--- src/rtl/tile_seq_pkg.sv ---
// Shared types and constants for the tile operation sequencer.
package tile_seq_pkg;

  typedef enum logic [1:0] {
    IDLE  = 2'd0,
    ISSUE = 2'd1,
    DRAIN = 2'd2,
    DONE  = 2'd3
  } seq_state_t;

  localparam logic [2:0] MODE_MAC      = 3'b000;
  localparam logic [2:0] MODE_EWM_MAT  = 3'b001;
  localparam logic [2:0] MODE_EWM_VEC  = 3'b010;
  localparam logic [2:0] MODE_EWM_OUT  = 3'b011;
  localparam logic [2:0] MODE_EWA_VEC  = 3'b100;
  localparam logic [2:0] MODE_EWA_MAT  = 3'b101;
  localparam logic [2:0] MODE_EWM_MAT2 = 3'b110;

  localparam int unsigned COL_BLOCKS_DEFAULT = 16;

endpackage

--- src/rtl/seq_credit_ctr.sv ---
// Saturating result-buffer credit counter; starts full on reset.
module seq_credit_ctr #(
  parameter int unsigned CREDITS = 8
) (
  input  logic clk,
  input  logic rst,
  input  logic inc,
  input  logic dec,
  output logic has_credit
);
  localparam int unsigned CW = $clog2(CREDITS + 1);

  logic [CW-1:0] count;

  always_ff @(posedge clk or posedge rst) begin
    if (rst) begin
      count <= CW'(CREDITS);
    end else if (inc && !dec && count != CW'(CREDITS)) begin
      count <= count + CW'(1);
    end else if (dec && !inc && count != '0) begin
      count <= count - CW'(1);
    end
  end

  assign has_credit = (count != '0);

endmodule

--- src/rtl/tile_op_sequencer.sv ---
// Walks one operation's tile grid row-major, issuing credit-gated fetch beats
// and tracking returned results and MAC tile completions.
module tile_op_sequencer
  import tile_seq_pkg::*;
#(
  parameter int unsigned COL_BLOCKS = COL_BLOCKS_DEFAULT,
  parameter int unsigned ROW_W      = 10,
  parameter int unsigned COL_W      = 8,
  parameter int unsigned CREDITS    = 8
) (
  input  logic             clk,
  input  logic             rst,
  input  logic             cmd_valid,
  output logic             cmd_ready,
  input  logic [2:0]       cmd_mode,
  input  logic [ROW_W-1:0] cmd_rows,
  input  logic [COL_W-1:0] cmd_cols,
  output logic             fetch_valid,
  input  logic             fetch_ready,
  output logic [ROW_W-1:0] fetch_row,
  output logic [COL_W-1:0] fetch_col,
  output logic [2:0]       arr_mode,
  output logic             arr_valid_in,
  input  logic             arr_valid_out,
  input  logic             arr_done_tile,
  input  logic             credit_ret,
  output logic             busy,
  output logic             op_done,
  output logic             op_err
);
  localparam int unsigned CNT_W = ROW_W + COL_W;

  seq_state_t       state, state_nxt;
  logic [2:0]       mode_q;
  logic [ROW_W-1:0] rows_q, row_q, tiles_q;
  logic [COL_W-1:0] cols_q, col_q;
  logic [CNT_W-1:0] issued_q, returned_q, returned_nxt;
  logic             err_q, mac_chk_q, stray_q;
  logic             has_credit, accept, beat, counting;
  logic             last_col, last_beat, cmd_empty, cmd_bad;

  seq_credit_ctr #(.CREDITS(CREDITS)) u_credit (
    .clk        (clk),
    .rst        (rst),
    .inc        (credit_ret),
    .dec        (beat),
    .has_credit (has_credit)
  );

  assign accept       = cmd_valid && (state == IDLE);
  assign cmd_empty    = (cmd_rows == '0) || (cmd_cols == '0);
  assign cmd_bad      = (cmd_mode == MODE_MAC) && (cmd_cols != COL_W'(COL_BLOCKS));
  assign fetch_valid  = (state == ISSUE) && has_credit;
  assign arr_valid_in = fetch_valid && fetch_ready;
  assign beat         = arr_valid_in;
  assign counting     = (state == ISSUE) || (state == DRAIN);
  assign last_col     = (col_q == cols_q - COL_W'(1));
  assign last_beat    = last_col && (row_q == rows_q - ROW_W'(1));
  assign returned_nxt = returned_q + CNT_W'(arr_valid_out && counting);

  assign cmd_ready = (state == IDLE);
  assign busy      = (state != IDLE);
  assign op_done   = (state == DONE);
  assign op_err    = op_done && (err_q || stray_q || (mac_chk_q && tiles_q != rows_q));
  assign fetch_row = row_q;
  assign fetch_col = col_q;
  assign arr_mode  = mode_q;

  always_ff @(posedge clk or posedge rst) begin
    if (rst) state <= IDLE;
    else     state <= state_nxt;
  end

  // Drain exit looks at the count including this cycle's return so op_done
  // lands in the cycle right after the final result.
  always_comb begin
    state_nxt = state;
    unique case (state)
      IDLE:    if (cmd_valid) state_nxt = (cmd_empty || cmd_bad) ? DONE : ISSUE;
      ISSUE:   if (beat && last_beat) state_nxt = DRAIN;
      DRAIN:   if (returned_nxt == issued_q) state_nxt = DONE;
      DONE:    state_nxt = IDLE;
      default: state_nxt = IDLE;
    endcase
  end

  always_ff @(posedge clk or posedge rst) begin
    if (rst) begin
      mode_q     <= '0;
      rows_q     <= '0;
      cols_q     <= '0;
      row_q      <= '0;
      col_q      <= '0;
      issued_q   <= '0;
      returned_q <= '0;
      tiles_q    <= '0;
      err_q      <= 1'b0;
      mac_chk_q  <= 1'b0;
    end else if (accept) begin
      mode_q     <= cmd_mode;
      rows_q     <= cmd_rows;
      cols_q     <= cmd_cols;
      row_q      <= '0;
      col_q      <= '0;
      issued_q   <= '0;
      returned_q <= '0;
      tiles_q    <= '0;
      err_q      <= cmd_bad && !cmd_empty;
      mac_chk_q  <= (cmd_mode == MODE_MAC) && !cmd_empty;
    end else begin
      if (beat) begin
        issued_q <= issued_q + CNT_W'(1);
        if (last_col) begin
          col_q <= '0;
          row_q <= last_beat ? '0 : row_q + ROW_W'(1);
        end else begin
          col_q <= col_q + COL_W'(1);
        end
      end
      if (counting) returned_q <= returned_nxt;
      if (counting && mode_q == MODE_MAC && arr_done_tile) tiles_q <= tiles_q + ROW_W'(1);
    end
  end

  // A stray seen during DONE belongs to the following operation.
  always_ff @(posedge clk or posedge rst) begin
    if (rst)                                 stray_q <= 1'b0;
    else if (state == DONE)                  stray_q <= arr_valid_out;
    else if (state == IDLE && arr_valid_out) stray_q <= 1'b1;
  end

endmodule

--- config.mk ---
export PLATFORM = sky130hd
export DESIGN_NAME = tile_op_sequencer
export DESIGN_NICKNAME = d
export VERILOG_FILES = /design/src/rtl/tile_seq_pkg.sv /design/src/rtl/seq_credit_ctr.sv /design/src/rtl/tile_op_sequencer.sv
export SDC_FILE = /design/constraint.sdc
export NUM_CORES = 1
export LEC_CHECK = 0
export ABC_AREA = 0
export CAP_MARGIN = 20
export CORE_MARGIN = 5
export CORE_UTILIZATION = 25
export CTS_CLUSTER_SIZE = 14
export DETAILED_ROUTE_END_ITERATION = 8
export PLACE_DENSITY = 0.49
export SETUP_SLACK_MARGIN = 0.15
export SLEW_MARGIN = 15
export SYNTH_ARGS = -nofsm -noshare
export SYNTH_HDL_FRONTEND = slang
export SYNTH_SLANG_ARGS = --single-unit
export TNS_END_PERCENT = 10
--- constraint.sdc ---
create_clock -name clk -period 3.54 [get_ports clk]
set_input_delay 0.531 -clock clk [delete_from_list [all_inputs] [get_ports clk]]
set_output_delay 0.531 -clock clk [all_outputs]
set_load 0.05 [all_outputs]
==> results_dict.tcl <==
set metrics [dict create \
    fin_worst_skew_ns 0.006499 \
    min_from "cols_q[7]" \
    max_slew.worst_pin.slew_ns 0.7353 \
    synth.top_cell.area_share 0.3958 \
    antenna-diode-count 0 \
    num-nets-final 764 \
    post-route-drc-count 0 \
    drt_wl_total_um 15500 \
    cts.sinks 94 \
    critical_path.max_fanout 3 \
    timing.hold.worst_endpoint "cols_q[7]" \
    synth_ff_type "dfrtp_1" \
    layout_min_cycle_time_ns 3.201 \
    area_growth_syn_to_layout_pct 20.26 \
    synth-async-reset-ratio 1.000 \
    r2r-end "state[1]" \
    critPathCaptureType "register" \
    critical-path-max-stage-delay_ns 0.38 \
    syn_avg_cell_area_sq_um 8.723 \
    post_synthesis_instance_area_sq_mm 0.005879 \
    critical_path_rt_ns 3.81 \
    rsz0062_at_grt "false" \
    worstHoldPathCells 2 \
    synth.largest_area_cell "dfrtp_1" \
    ratio_of_routed_vias_to_standard_cells 4.601 \
    antenna_nets_post_route 0 \
    commonest_cells_after_routing_fill_and_taps_aside "96 x nand2_1, 93 x dfrtp_1, 71 x nor2_1, 54 x clkdlybuf4s50_1, 48 x xnor2_1" \
    critPathArrivalTime_ns 3.47 \
    synth.yosys.seq_area_share 0.4003 \
    ys_seq_elements 94 \
    layout_commonest_cell "nand2_1" \
    outcome "complete, no violations" \
    die_area_sq_mm 0.02668 \
    cts_hold_buf 0 \
    design_power_total_mw 4.827 \
    grt_pass1_wl_um 25660 \
    vias_after_detailed_routing 4794 \
    port_buffers 54 \
    gr-total-overflow 0 \
    most_used_cell_cp "ha_1" \
    timing.hold.worst.class "register to register" \
    cts-buffers-inserted 9 \
    setup_slack_of_the_worst_register_to_register_path_ns 0.34 \
    path_clk_slew_ns 0.07 \
    gp_congestion 0.7793 \
    rows 56 \
    grt.total_usage 0.1199 \
    worst_ir_drop_vdd_mv 0.4122 \
    hold_violations 0 \
    synth-warning-count 0 \
    drt-wirelength-per-cell_um 14.87 \
    fin_util 0.3030 \
    fp.coreArea_sq_mm 0.02333 \
    max_freq_ghz 0.3124 \
    post-route-period-util 0.9041 \
    synthTopCellsByArea "dfrtp_1 40%, xnor2_1 7.2%, xor2_1 6.4%, nand2_1 6.1%, nor2_1 4.5%" \
    start_kind "register" \
    drtPass1Iterations 4 \
    placed_cells 1027 \
    n_fill_cell 2455 \
    post_route_cells_drive_above_1_share 0.06777 \
    power.static_leakage_nw 2.963 \
    report.final.setup_viol 0 \
    drt_iter0_markers 256 \
    antenna_found_initial 0 \
    netlist-cell-type-count 73 \
    cell_type_of_the_slowest_stage_on_the_worst_timing_path "dfrtp_1" \
    grt_pass1_vias 4740 \
    synth_enable_flop_cells 0 \
    setup.worst_path.class "register to register" \
    post-dp-hpwl_um 11440 \
    post_synthesis_cell_count 674 \
    instances_no_fill 1042 \
    grt_max_degree 69 \
    worstRegToRegCells 13 \
    design.portCount 55 \
    worst_slew_margin 0.5060 \
    syn-num-nets 718 \
    die_width_um 163.4 \
    cellPowerDensity_mw_per_mm2 682.7 \
    root_buffer "clkbuf_16" \
    cts_tree "yes" \
    cap_viol_max_count 0 \
    hold_slack_ns 0.5046 \
    report.final.slew_viol_count 0 \
    r2r_start "state[0]" \
    floorplan.initialDensity 0.2520 \
    path_cells "inv_1 > ha_1 > and2_1 > ha_1 > ha_1 > xnor2_1 > o211ai_1 > a2111oi_2 > o2111ai_1 > a2111oi_2 > nand4_1 > a211oi_2 > mux2i_1" \
    dieHeight_um 163.4 \
    ctsHtreeMaxLevel 3 \
    worstSkewPairLatency_ns 0.35 \
    cts_max_path_buffers 2 \
]
-- state kept, by name, summed over array words and instances (netlist names) --
| register | cells |
|---|---|
| fetch_row | 10 |
| u_credit.count | 4 |
| tiles_q | 10 |
| state | 2 |
| rows_q | 10 |
| issued_q | 18 |
| mac_chk_q | 1 |
| stray_q | 1 |
| fetch_col | 8 |
| err_q | 1 |
| cols_q | 8 |
| returned_q | 18 |
| arr_mode | 3 |
-- repair_timing --
action,CTS,global route
setup endpoints to repair,0,2
buffers inserted,0,1
gates resized for setup,0,6
-- stage by stage --
stage	instance area (sq um)	worst slack, ns	setup TNS, ns
floorplan	5883	0.1637	0
global placement	6773	0.002994	0
detailed placement	6773	-0.03180	-0.03181
CTS	7051	0.1669	0
global route	7071	0.1342	0
finish	7071	0.3394	0
-- logic make-up after synthesis --
group,Yosys count,synth area share
AOI/OAI and AO/OA,114,0.1260
muxes,5,0.008725
DFF,94,0.4003
and+or+nand+nor,303,0.2539
buffers and inverters,50,0.03745
adders and majority gates,16,0.03533
xor gates and xnor gates,92,0.1383
-- cell usage after synthesis (all sizes together), types with 2 or more instances --
cell	n
and3	14
ha	15
nor2	73
nor2b	7
nand4b	2
a21o	3
xnor2	49
nor3	18
a22o	2
and2	5
a31oi	5
a2111oi	5
and4	5
nand2	97
mux2i	4
a21oi	20
nand2b	8
buf	16
or4	2
xor2	43
a211oi	4
nor3b	2
or3	11
o2111ai	2
nand3	27
nand4	23
dfrtp	93
o21a	3
o22ai	2
nor4	5
o21ai	47
a31o	2
inv	18
a21boi	2
o31ai	3
clkbuf	16
o211ai	3
-- how the worst max path moves through the flow --
stage	startpoint	cells after the start	to	slack, ns
3_3_place_gp	arr_valid_out	12	state[1]	0.003
3_5_place_dp	arr_valid_out	12	state[1]	-0.03
4_1_cts	state[0]	13	state[1]	0.17
2_1_floorplan	state[0]	16	state[1]	0.16
5_1_grt	state[0]	13	state[1]	0.13
6_report	state[0]	13	state[1]	0.34
-- report_power, final --
part	switching, mW	internal (mW)	leakage, nW
clock network	0.420	0.541	0.139
logic	1.30	0.902	1.57
registers	0.346	1.31	1.25
-- per-layer routing --
layer  GRT usage  wire length [um]
met5           0                 0
met4     0.04461               415
met3     0.02246               451
met1      0.1655              7691
met2      0.1870              6938
-- critical path: cells and delay by family (launching register included) --
kind	cells	cell delay, ns
DFF	1	0.38
AOI/OAI and AO/OA	5	1.19
muxes	1	0.20
xor gates and xnor gates	1	0.14
adders and majority gates	3	0.79
and+or+nand+nor	2	0.36
buffers and inverters	1	0.07
-- area by class of cell --
type                            instances  area [sq um]  area share
Timing Repair Buffer                   67         650.6     0.09202
Clock buffer                           10         229.0     0.03238
Tap cell                              319         399.1     0.05645
Inverter                               18         70.07    0.009910
Sequential cell                        94          2354      0.3329
Multi-Input combinational cell        530          3319      0.4695
Clock inverter                          4         48.80    0.006901
No activity file was read; power rests on OpenSTA's default activity.
